==> src/rtl/mem_req_queue.sv <==
// rtl/mem_req_queue.sv - memory request FIFO with outstanding limit and registered response path
// Optional same-cycle bypass of an empty queue: MEM_REQ_QUEUE_BYPASS_EN.
module mem_req_queue #(
    parameter int DEPTH           = 8,
    parameter int MAX_OUTSTANDING = 16,
    parameter int AFULL_MARGIN    = 2,
    parameter int ID_W            = 8,
    parameter int DATA_W          = 32,
    localparam int PW             = $clog2(DEPTH),
    localparam int CW             = PW + 1,
    localparam int OW             = $clog2(MAX_OUTSTANDING + 1)
) (
    input  logic              clk_i,
    input  logic              reset_i,
    input  logic              core_req_vld_i,
    input  logic [ID_W-1:0]   core_req_id_i,
    input  logic [DATA_W-1:0] core_req_data_i,
    output logic              core_rsp_vld_o,
    output logic [ID_W-1:0]   core_rsp_id_o,
    output logic [DATA_W-1:0] core_rsp_data_o,
    output logic              almost_full_o,
    output logic              overflow_o,
    output logic              mem_req_vld_o,
    output logic [ID_W-1:0]   mem_req_id_o,
    output logic [DATA_W-1:0] mem_req_data_o,
    input  logic              mem_ready_i,
    input  logic              mem_rsp_vld_i,
    input  logic [ID_W-1:0]   mem_rsp_id_i,
    input  logic [DATA_W-1:0] mem_rsp_data_i,
    output logic [OW-1:0]     outstanding_o,
    output logic [1:0]        state_o
);
    localparam int EW = ID_W + DATA_W;

    typedef enum logic [1:0] {
        ST_EMPTY     = 2'd0,
        ST_ACTIVE    = 2'd1,
        ST_THROTTLED = 2'd2,
        ST_FULL      = 2'd3
    } state_t;

    logic [EW-1:0]     fifo_q [DEPTH];
    logic [PW-1:0]     rd_ptr_q, rd_ptr_d, wr_ptr_q, wr_ptr_d;
    logic [CW-1:0]     count_q, count_d;
    logic [OW-1:0]     out_q, out_d;
    logic              overflow_q, overflow_d;
    logic              afull_q, afull_d;
    logic              rsp_vld_q;
    logic [ID_W-1:0]   rsp_id_q;
    logic [DATA_W-1:0] rsp_data_q;
    state_t            state_q, state_d;

    logic              can_issue, full, fifo_vld, bypass, deq, issue, enq;
    logic [EW-1:0]     head, req_pld;

    always_comb begin
        head       = fifo_q[rd_ptr_q];
        can_issue  = out_q < OW'(MAX_OUTSTANDING);
        full       = count_q == CW'(DEPTH);
        fifo_vld   = (count_q != '0) && can_issue;
`ifdef MEM_REQ_QUEUE_BYPASS_EN
        bypass     = (count_q == '0) && can_issue && core_req_vld_i;
`else
        bypass     = 1'b0;
`endif
        deq        = fifo_vld && mem_ready_i;
        issue      = (fifo_vld || bypass) && mem_ready_i;
        // A bypassed request that memory takes immediately never touches the FIFO.
        enq        = core_req_vld_i && (!full || deq) && !(bypass && mem_ready_i);
        overflow_d = overflow_q || (core_req_vld_i && full && !deq);

        wr_ptr_d   = enq ? wr_ptr_q + PW'(1) : wr_ptr_q;
        rd_ptr_d   = deq ? rd_ptr_q + PW'(1) : rd_ptr_q;
        count_d    = count_q + CW'(enq) - CW'(deq);

        if (issue && mem_rsp_vld_i) begin
            out_d = out_q;
        end else if (issue) begin
            out_d = out_q + OW'(1);
        end else if (mem_rsp_vld_i && (out_q != '0)) begin
            out_d = out_q - OW'(1);
        end else begin
            out_d = out_q;
        end

        afull_d = (CW'(DEPTH) - count_d) <= CW'(AFULL_MARGIN);

        if (count_d == '0) begin
            state_d = ST_EMPTY;
        end else if (count_d == CW'(DEPTH)) begin
            state_d = ST_FULL;
        end else if (out_d == OW'(MAX_OUTSTANDING)) begin
            state_d = ST_THROTTLED;
        end else begin
            state_d = ST_ACTIVE;
        end

        req_pld = '0;
        if (fifo_vld) begin
            req_pld = head;
        end else if (bypass) begin
            req_pld = {core_req_id_i, core_req_data_i};
        end
    end

    always_ff @(posedge clk_i) begin
        if (enq) begin
            fifo_q[wr_ptr_q] <= {core_req_id_i, core_req_data_i};
        end
    end

    always_ff @(posedge clk_i or posedge reset_i) begin
        if (reset_i) begin
            rd_ptr_q   <= '0;
            wr_ptr_q   <= '0;
            count_q    <= '0;
            out_q      <= '0;
            overflow_q <= 1'b0;
            afull_q    <= 1'b0;
            rsp_vld_q  <= 1'b0;
            rsp_id_q   <= '0;
            rsp_data_q <= '0;
            state_q    <= ST_EMPTY;
        end else begin
            rd_ptr_q   <= rd_ptr_d;
            wr_ptr_q   <= wr_ptr_d;
            count_q    <= count_d;
            out_q      <= out_d;
            overflow_q <= overflow_d;
            afull_q    <= afull_d;
            rsp_vld_q  <= mem_rsp_vld_i;
            rsp_id_q   <= mem_rsp_id_i;
            rsp_data_q <= mem_rsp_data_i;
            state_q    <= state_d;
        end
    end

    assign mem_req_vld_o   = fifo_vld || bypass;
    assign mem_req_id_o    = req_pld[EW-1:DATA_W];
    assign mem_req_data_o  = req_pld[DATA_W-1:0];
    assign core_rsp_vld_o  = rsp_vld_q;
    assign core_rsp_id_o   = rsp_id_q;
    assign core_rsp_data_o = rsp_data_q;
    assign almost_full_o   = afull_q;
    assign overflow_o      = overflow_q;
    assign outstanding_o   = out_q;
    assign state_o         = state_q;
endmodule

==> config.mk <==
export PLATFORM = sky130hd
export DESIGN_NAME = mem_req_queue
export DESIGN_NICKNAME = d
export VERILOG_FILES = /design/src/rtl/mem_req_queue.sv
export SDC_FILE = /design/constraint.sdc
export NUM_CORES = 1
export LEC_CHECK = 0
export CORE_MARGIN = 8
export CORE_UTILIZATION = 55
export CTS_CLUSTER_SIZE = 10
export DETAILED_ROUTE_END_ITERATION = 8
export PLACE_DENSITY = 0.9
export RECOVER_POWER = 50
export SYNTH_ARGS = -nofsm -noshare
export SYNTH_HDL_FRONTEND = slang
export SYNTH_SLANG_ARGS = --single-unit
export TNS_END_PERCENT = 100
==> constraint.sdc <==
create_clock -name clk_i -period 12.71 [get_ports clk_i]
set_clock_uncertainty 0.1 [all_clocks]
set_input_delay 2.542 -clock clk_i [delete_from_list [all_inputs] [get_ports clk_i]]
set_output_delay 2.542 -clock clk_i [all_outputs]
set_load 0.05 [all_outputs]
Word-level counts from Yosys, hierarchy flattened
Memories as Yosys holds them, arrays and structs flattened.
Cells that the tools add are included.
{"block": "op_classes", "add_sub_neg": 7, "n_lt_le_gt_ge": 2, "eq_ne": 3, "n_mux": 9, "reduce_logical": 14}
{"operator": "$mux 40", "count": 1}
{"operator": "$mux 5", "count": 3}
{"operator": "$eq 4x4->1 const B", "count": 2}
{"operator": "$logic_and 1x1->1", "count": 7}
{"operator": "$add 3x1->3 const B", "count": 2}
{"operator": "$mux 2", "count": 3}
{"operator": "$add 5x1->5 const B", "count": 1}
{"operator": "$eq 5x5->1 const B", "count": 1}
{"operator": "$lt 5x5->1 const B", "count": 1}
{"operator": "$reduce_bool 5->1", "count": 1}
{"operator": "$sub 5x1->5 const B", "count": 1}
{"operator": "$add 4x1->4", "count": 1}
{"operator": "$le 4x2->1 const B", "count": 1}
{"operator": "$logic_not 4->1", "count": 1}
{"operator": "$reduce_bool 4->1", "count": 1}
{"operator": "$sub 4x1->4", "count": 1}
{"operator": "$sub 4x4->4 const A", "count": 1}
{"operator": "$logic_not 1->1", "count": 2}
{"operator": "$logic_or 1x1->1", "count": 2}
{"operator": "$mux 1", "count": 2}
{"block": "word_totals", "ff_bits": 60, "mem_bits_rw": 320, "inputBits": 85, "output_inout_bits": 91, "wordCells": 46, "n_memories": 1}
{"memory": "fifo_q", "words": 8, "width": 40, "read_ports": 1, "rd_clocked_by_memory_dff": 0, "write_ports": 1, "line": "42", "rtl": "logic [EW-1:0] fifo_q [DEPTH];"}

Depth between registers and ports, before layout
Gate-level depths: netlist (run 1).
{"block": "depth", "word_depth": 10, "ltp_mapped": 16, "ltp_nobuf": 15}

Worst setup path after synthesis (run 1)
No wires, ideal clock.
{"block": "synth_path", "path_kind": "input port to flip-flop", "from": "input port mem_ready_i", "to": "memory fifo_q[0][0] (netlist name), enable pin", "arrival_time_ns": 5.865, "required_ns": 12.123, "setup_slack_ns": 6.258, "path_stages": 5, "n_path_buf": 0, "path_cell_list": "nand2b_4 -> o211ai_1 -> and2_1 -> nand2b_1 -> nor3_1"}
{"block": "synth_between", "elab_chain_len": 5}
{"item": "start: declaration", "line": "26", "rtl": "input logic mem_ready_i,"}
{"item": "$logic_and 1x1->1", "line": "66", "rtl": "deq = fifo_vld && mem_ready_i;"}
{"item": "$logic_or 1x1->1", "line": "69", "rtl": "enq = core_req_vld_i && (!full || deq) && !(bypass && mem_ready_i);"}
{"item": "$logic_and 1x1->1", "line": "69"}
{"item": "$mux 1", "line": "107", "rtl": "if (enq) begin"}
{"item": "$mux 1 (implied by the code)", "line": "108", "rtl": "fifo_q[wr_ptr_q] <= {core_req_id_i, core_req_data_i};"}
{"item": "end: declaration", "line": "42"}
No other way between the ends.

Worst setup path after layout (run 1)
{"block": "layout_path", "from": "register rd_ptr_q[0]", "to": "output port mem_req_id_o[2]"}
{"block": "layout_between", "elab_chain_len": 2}
{"item": "start: declaration", "line": "43", "rtl": "logic [PW-1:0] rd_ptr_q, rd_ptr_d, wr_ptr_q, wr_ptr_d;"}
{"item": "start signal: assignment", "line": "125", "rtl": "rd_ptr_q <= rd_ptr_d;"}
{"item": "$mem_v2 8x40"}
{"item": "$mux 40", "line": "99", "rtl": "if (fifo_vld) begin"}
{"item": "end: declaration", "line": "24", "rtl": "output logic [ID_W-1:0] mem_req_id_o,"}
No other way between the ends.

==> results_dict.tcl, run 1 <==
set metrics [dict create \
    die-area_mm2 0.0315 \
    overflow 0 \
    min_period_ns 6.61 \
    grt_start_max_net_pins 83 \
    drive_gt1_share_pct 17.4 \
    synth.area.top_cells "edfxtp_1 (67%), mux4_2 (13%), dfrtp_1 (10%), mux2i_1 (2.8%), nor2_1 (1.3%)" \
    final.setup.worst_slack_ns 6.10 \
    rsz0062_at_grt "no" \
    htreeDepth 2 \
    vias 7201 \
    cts_tree "built" \
    drv_cap 1 \
    worst_pin_slew_ns 2.53 \
    grt_pass1_wl_um 46100 \
    syn_inst 682 \
    place_area_mm2 0.0165 \
    synth_area_mm2 0.0143 \
    clk_pin_slew_ns 0.06 \
    synth.avg_cell_area_um2 21.0 \
    cts_resized 0 \
    syn_nets 780 \
    synth_top_cell_by_area "edfxtp_1" \
    comb_power_share_pct 38.3 \
    dp_slack_ns 6.50 \
    die_height_um 178 \
    ios 176 \
    async_flop_share_pct 15.8 \
    wl_um 30700 \
    hold_buffers 0 \
    layout_commonest_cell "edfxtp_1" \
    required_ns 10.07 \
    dp_hpwl_um 17300 \
    synth_edf_count 320 \
    p_int_mw 2.85 \
    final_cell_mix "edfxtp_1 (320), clkdlybuf4s50_1 (92), dlygate4sd3_1 (83)" \
    outcome "finished, violations left" \
    synth-warning-count 0 \
    initial_core_util_pct 55.5 \
    cp-start-kind "flop" \
    die_w_um 178 \
    post_cts_buffers 0 \
    drc_errors 0 \
    fin_area_mm2 0.0177 \
    place_congestion 0.792 \
    worst-path-max-fanout 44 \
    seq_area_frac_synth_pct 77.5 \
    cts-buffers-inserted 44 \
    syn_to_final_growth_pct 23.7 \
    reg2reg_depth 15 \
    first_pass_iters 6 \
    dp.cells 1172 \
    vdd_drop_max_mv 0.206 \
    drtIter0Drc 651 \
    clock_power_share_pct 24.0 \
    synth_top_cell_area_share_pct 67.0 \
    fp.coreArea_mm2 0.0258 \
    slew_headroom_pct -68.9 \
    wire_per_inst_um 24.8 \
    setup_violations 0 \
    timing.fmax_mhz 151 \
    violations "max-capacitance violations, max-slew violations" \
    cp_slowest_cell "dfrtp_4" \
    hold_class "reg -> reg" \
    hold_violations 0 \
    antenna_found_initial 4 \
    arrival_ns 3.97 \
    via_per_inst 5.83 \
    path_class "reg -> out" \
    grt_pass1_vias 7763 \
    synth_flop_cell "edfxtp_1" \
    cts_root_buf "clkbuf_16" \
    grtUsageTotal_pct 19.5 \
    ant_nets 0 \
    final_cells 1236 \
    cpPeakStageDelay_ns 0.92 \
    portBuffers 175 \
    tns_ns 0 \
    power.switching_mw 1.65 \
    switching_share_pct 36.6 \
    worstPathCellList "buf_4 -> mux4_2 -> mux2i_1 -> nor2_1 -> clkdlybuf4s50_1" \
    p_leak_nw 6.13 \
    clk_latency_ns 0.53 \
    holdPathStages 1 \
    powerDensity_mw_per_mm2 253 \
    power_mw 4.50 \
    min_period_over_period_pct 52.0 \
    seq_power_share_pct 37.7 \
    rows 59 \
    synthDistinctLibCells 45 \
    numClockSinks 380 \
    drv_slew 49 \
    cts_max_path_buffers 3 \
    endpoint_kind "output port" \
    ys_seq_elements 380 \
    nets 981 \
]
power groups by stage:
stage	clock (mW)	combinational, mW	sequential, mW
6_report	1.08	1.72	1.70
5_1_grt	1.15	1.81	1.72
4_1_cts	1.10	1.74	1.70
3_5_place_dp	0	1.72	1.72
3_3_place_gp	0	1.70	1.70
2_1_floorplan	0	1.21	1.67
per-layer routing:
| layer | GRT usage (%) | wire length (um) | vias to the layer above |
|---|---|---|---|
| met5 | 0 | 0 | - |
| met4 | 6.70 | 605 | 0 |
| met3 | 2.91 | 1750 | 37 |
| met2 | 34.7 | 16600 | 293 |
| met1 | 24.2 | 11700 | 3757 |
| li1 | - | - | 3114 |
cell usage after synthesis (all sizes together), types with 5 or more instances:
library cell	n
edfxtp	320
mux4	80
dfrtp	60
nor2	49
mux2i	40
nand2	18
clkbuf	16
inv	16
buf	15
ha	12
nand2b	7
nor3	6
xnor2	5
worst paths after layout:
kind	from	end	slack, ns
max	rd_ptr_q[0]	mem_req_id_o[2]	6.10
min	overflow_o	overflow_o	0.38
max reg2reg	count_q[2]	almost_full_o	8.54
min reg2reg	overflow_o	overflow_o	0.38
max in group asynchronous	reset_i	rd_ptr_q[0]	7.03
min in group asynchronous	reset_i	core_rsp_id_o[7]	2.37
final cells by class:
| cell class | instances | area [um^2] |
|---|---|---|
| diodes | 4 | 10.0 |
| clock buffers | 56 | 1170 |
| fillers | 1599 | 8090 |
| repair buffers | 186 | 1830 |
| multi-input cells | 255 | 3090 |
| inverters | 16 | 61.3 |
| flip-flops and latches | 380 | 11100 |
| clock inverters | 4 | 52.6 |
| well taps | 335 | 419 |
stage by stage:
step           hold slack, ns  utilization, %
6_report                0.382            68.7
5_1_grt                 0.415            68.7
4_1_cts                 0.389            68.7
3_5_place_dp            0.375            64.0
3_3_place_gp            0.362            64.0
2_1_floorplan           0.386               -
cell families (layout without fill, tap and decap cells):
family                     count (synthesis)  in the layout  share of synthesized area (%)
AOI/OAI and AO/OA                         24             24                           1.23
xor gates and xnor gates                   7              7                          0.427
adders and majority gates                 13             13                           1.19
buffers and inverters                     47            262                           1.38
DFF                                      380            380                           77.5
muxes                                    120            120                           15.4
other                                      0              4                              0
and+or+nand+nor                           91             91                           2.97
registers in the layout, summed over array words and instances, names as in the netlist, 2 cells and up:
signal           cells
fifo_q             320
core_rsp_data_o     32
rd_ptr_q             3
core_rsp_id_o        8
outstanding_o        5
count_q              4
state_o              2
wr_ptr_q             3
critical path: cells and delay by family (launching register included):
| kind | cells | cell delay [ns] |
|---|---|---|
| muxes | 2 | 0.87 |
| buffers and inverters | 2 | 1.57 |
| and+or+nand+nor | 1 | 0.07 |
| DFF | 1 | 0.92 |
Power figures use the tool's default switching activity.
==> run 2: changes to the inputs <==
==> constraint.sdc (replaced) <==
create_clock -name clk_i -period 6.13 [get_ports clk_i]
set_clock_uncertainty 0.1 [all_clocks]
set_input_delay 1.226 -clock clk_i [delete_from_list [all_inputs] [get_ports clk_i]]
set_output_delay 1.226 -clock clk_i [all_outputs]
set_load 0.05 [all_outputs]
==> run 2 against run 1 <==
  * The flow still finishes with violations (max-capacitance violations, max-slew violations)
  * Hold slack improved by 0.052 ns
  * Combinational power rose by 110%
  * First-iteration DRC count rose by 2.6%
  * Design area rose by 0.22%
  * Global-route usage rose by 0.48 points
  * Critical endpoint is now mem_req_data_o[8]
  * Largest cell class unchanged
==> results_dict.tcl, run 2 (same netlist as run 1, synthesis figures left out) <==
set metrics [dict create \
    final_cell_mix "edfxtp_1 (320), clkdlybuf4s50_1 (92), dlygate4sd3_1 (83)" \
    fin_hold_ws_ns 0.434 \
    syn_to_final_growth_pct 24.0 \
    drv_cap 1 \
    wire_per_inst_um 25.1 \
    vias 7271 \
    min_period_over_period_pct 78.8 \
    die_height_um 178 \
    rsz0062_at_grt "no" \
    min_from "overflow_o" \
    layout_commonest_cell "edfxtp_1" \
    place_area_mm2 0.0166 \
    post_cts_buffers 0 \
    drtIter0Drc 668 \
    die_w_um 178 \
    hold_buffers 0 \
    nets 983 \
    outcome "finished, violations left" \
    clk_latency_ns 0.54 \
    slew_headroom_pct -51.3 \
    largest_reg_flops 320 \
    place_congestion 0.825 \
    vdd_drop_max_mv 0.409 \
    fillers 1564 \
    wl_um 31200 \
    hold_class "reg -> reg" \
    grt_pass1_wl_um 47000 \
    cts_resized 0 \
    htreeDepth 2 \
    ant_nets 0 \
    grt_start_max_net_pins 83 \
    arrival_ns 3.51 \
    ios 176 \
    cts-buffers-inserted 44 \
    required_ns 4.80 \
    rows 59 \
    reg2reg_to "almost_full_o" \
    drc_errors 0 \
    hold_violations 0 \
    antenna_found_initial 4 \
    worstHoldEndpoint "overflow_o" \
    dp_hpwl_um 18200 \
    reg2reg_depth 15 \
    drive_gt1_share_pct 17.4 \
    grtUsageTotal_pct 20.0 \
    worst-path-max-fanout 34 \
    violations "max-capacitance violations, max-slew violations" \
    cts_root_buf "clkbuf_16" \
    fp.coreArea_mm2 0.0258 \
    tns_ns 0 \
    clk_pin_slew_ns 0.05 \
    reg2reg_from "count_q[2]" \
    grt_pass1_vias 7773 \
    regMostFlops "fifo_q" \
    path_class "reg -> out" \
    timing.fmax_mhz 207 \
    min_period_ns 4.83 \
    fin_area_mm2 0.0178 \
    crit_start "rd_ptr_q[0]" \
    via_per_inst 5.85 \
    holdPathStages 1 \
    cts_tree "built" \
    powerDensity_mw_per_mm2 527 \
    first_pass_iters 5 \
    drv_slew 44 \
    setup_violations 0 \
    p_leak_nw 6.14 \
    worst_pin_slew_ns 2.27 \
    reg2reg_slack_ns 2.12 \
    portBuffers 175 \
    endpoint_kind "output port" \
    initial_core_util_pct 55.5 \
    die-area_mm2 0.0315 \
    numClockSinks 380 \
    overflow 0 \
    cts_max_path_buffers 3 \
    cp-start-kind "flop" \
]
## run 2: metrics by stage
step | utilization [%] | setup slack, ns | cells | total power, mW
3_5_place_dp | 64.1 | 1.63 | 1174 | 7.18
6_report | 68.8 | 1.30 | 1242 | 9.37
2_1_floorplan | - | 0.994 | 682 | 5.99
4_1_cts | 68.9 | 1.23 | 1239 | 9.47
5_1_grt | 68.8 | 1.13 | 1242 | 9.74
3_3_place_gp | 64.1 | 1.68 | 1174 | 7.08
## run 2: critical path: stages (launching register included)
cell	delay (ns)
dfrtp_4	0.86
buf_4	0.44
mux4_2	0.54
mux2i_1	0.27
nor2_1	0.10
clkdlybuf4s50_1	0.74
## run 2: worst max path at each step
| stage | end | slack [ns] | cells after the start |
|---|---|---|---|
| after floorplan | fifo_q[0][0] | 0.99 | 5 |
| after global placement | almost_full_o | 1.68 | 15 |
| after detailed placement | almost_full_o | 1.63 | 15 |
| after CTS | mem_req_data_o[8] | 1.23 | 5 |
| after global routing | mem_req_data_o[8] | 1.13 | 5 |
| final | mem_req_data_o[8] | 1.30 | 5 |
## run 2: per-layer routing
| layer | up-vias | track usage, % | part of all wire, % |
|---|---|---|---|
| li1 | 3118 | - | - |
| met1 | 3784 | 25.4 | 39 |
| met2 | 300 | 34.4 | 52 |
| met3 | 67 | 3.45 | 6.2 |
| met4 | 2 | 7.29 | 2.8 |
| met5 | - | 0 | 0.042 |
## run 2: cell type report
class                   instances  area (um^2)  area share (%)
diodes                          3         7.51          0.0422
multi-input cells             255         3090            17.4
flip-flops and latches        380        11100            62.5
repair buffers                188         1860            10.4
inverters                      16         61.3           0.345
well taps                     335          419            2.36
clock buffers                  62         1180            6.63
clock inverters                 3         55.1           0.310
## run 2: report_power, final
part | switching (mW) | leakage (nW) | internal, mW | total (mW)
clock | 0.931 | 0.595 | 1.33 | 2.26
sequential | 0.363 | 3.61 | 3.20 | 3.56
combinational | 2.14 | 1.94 | 1.41 | 3.55
total | 3.44 | 6.14 | 5.93 | 9.37
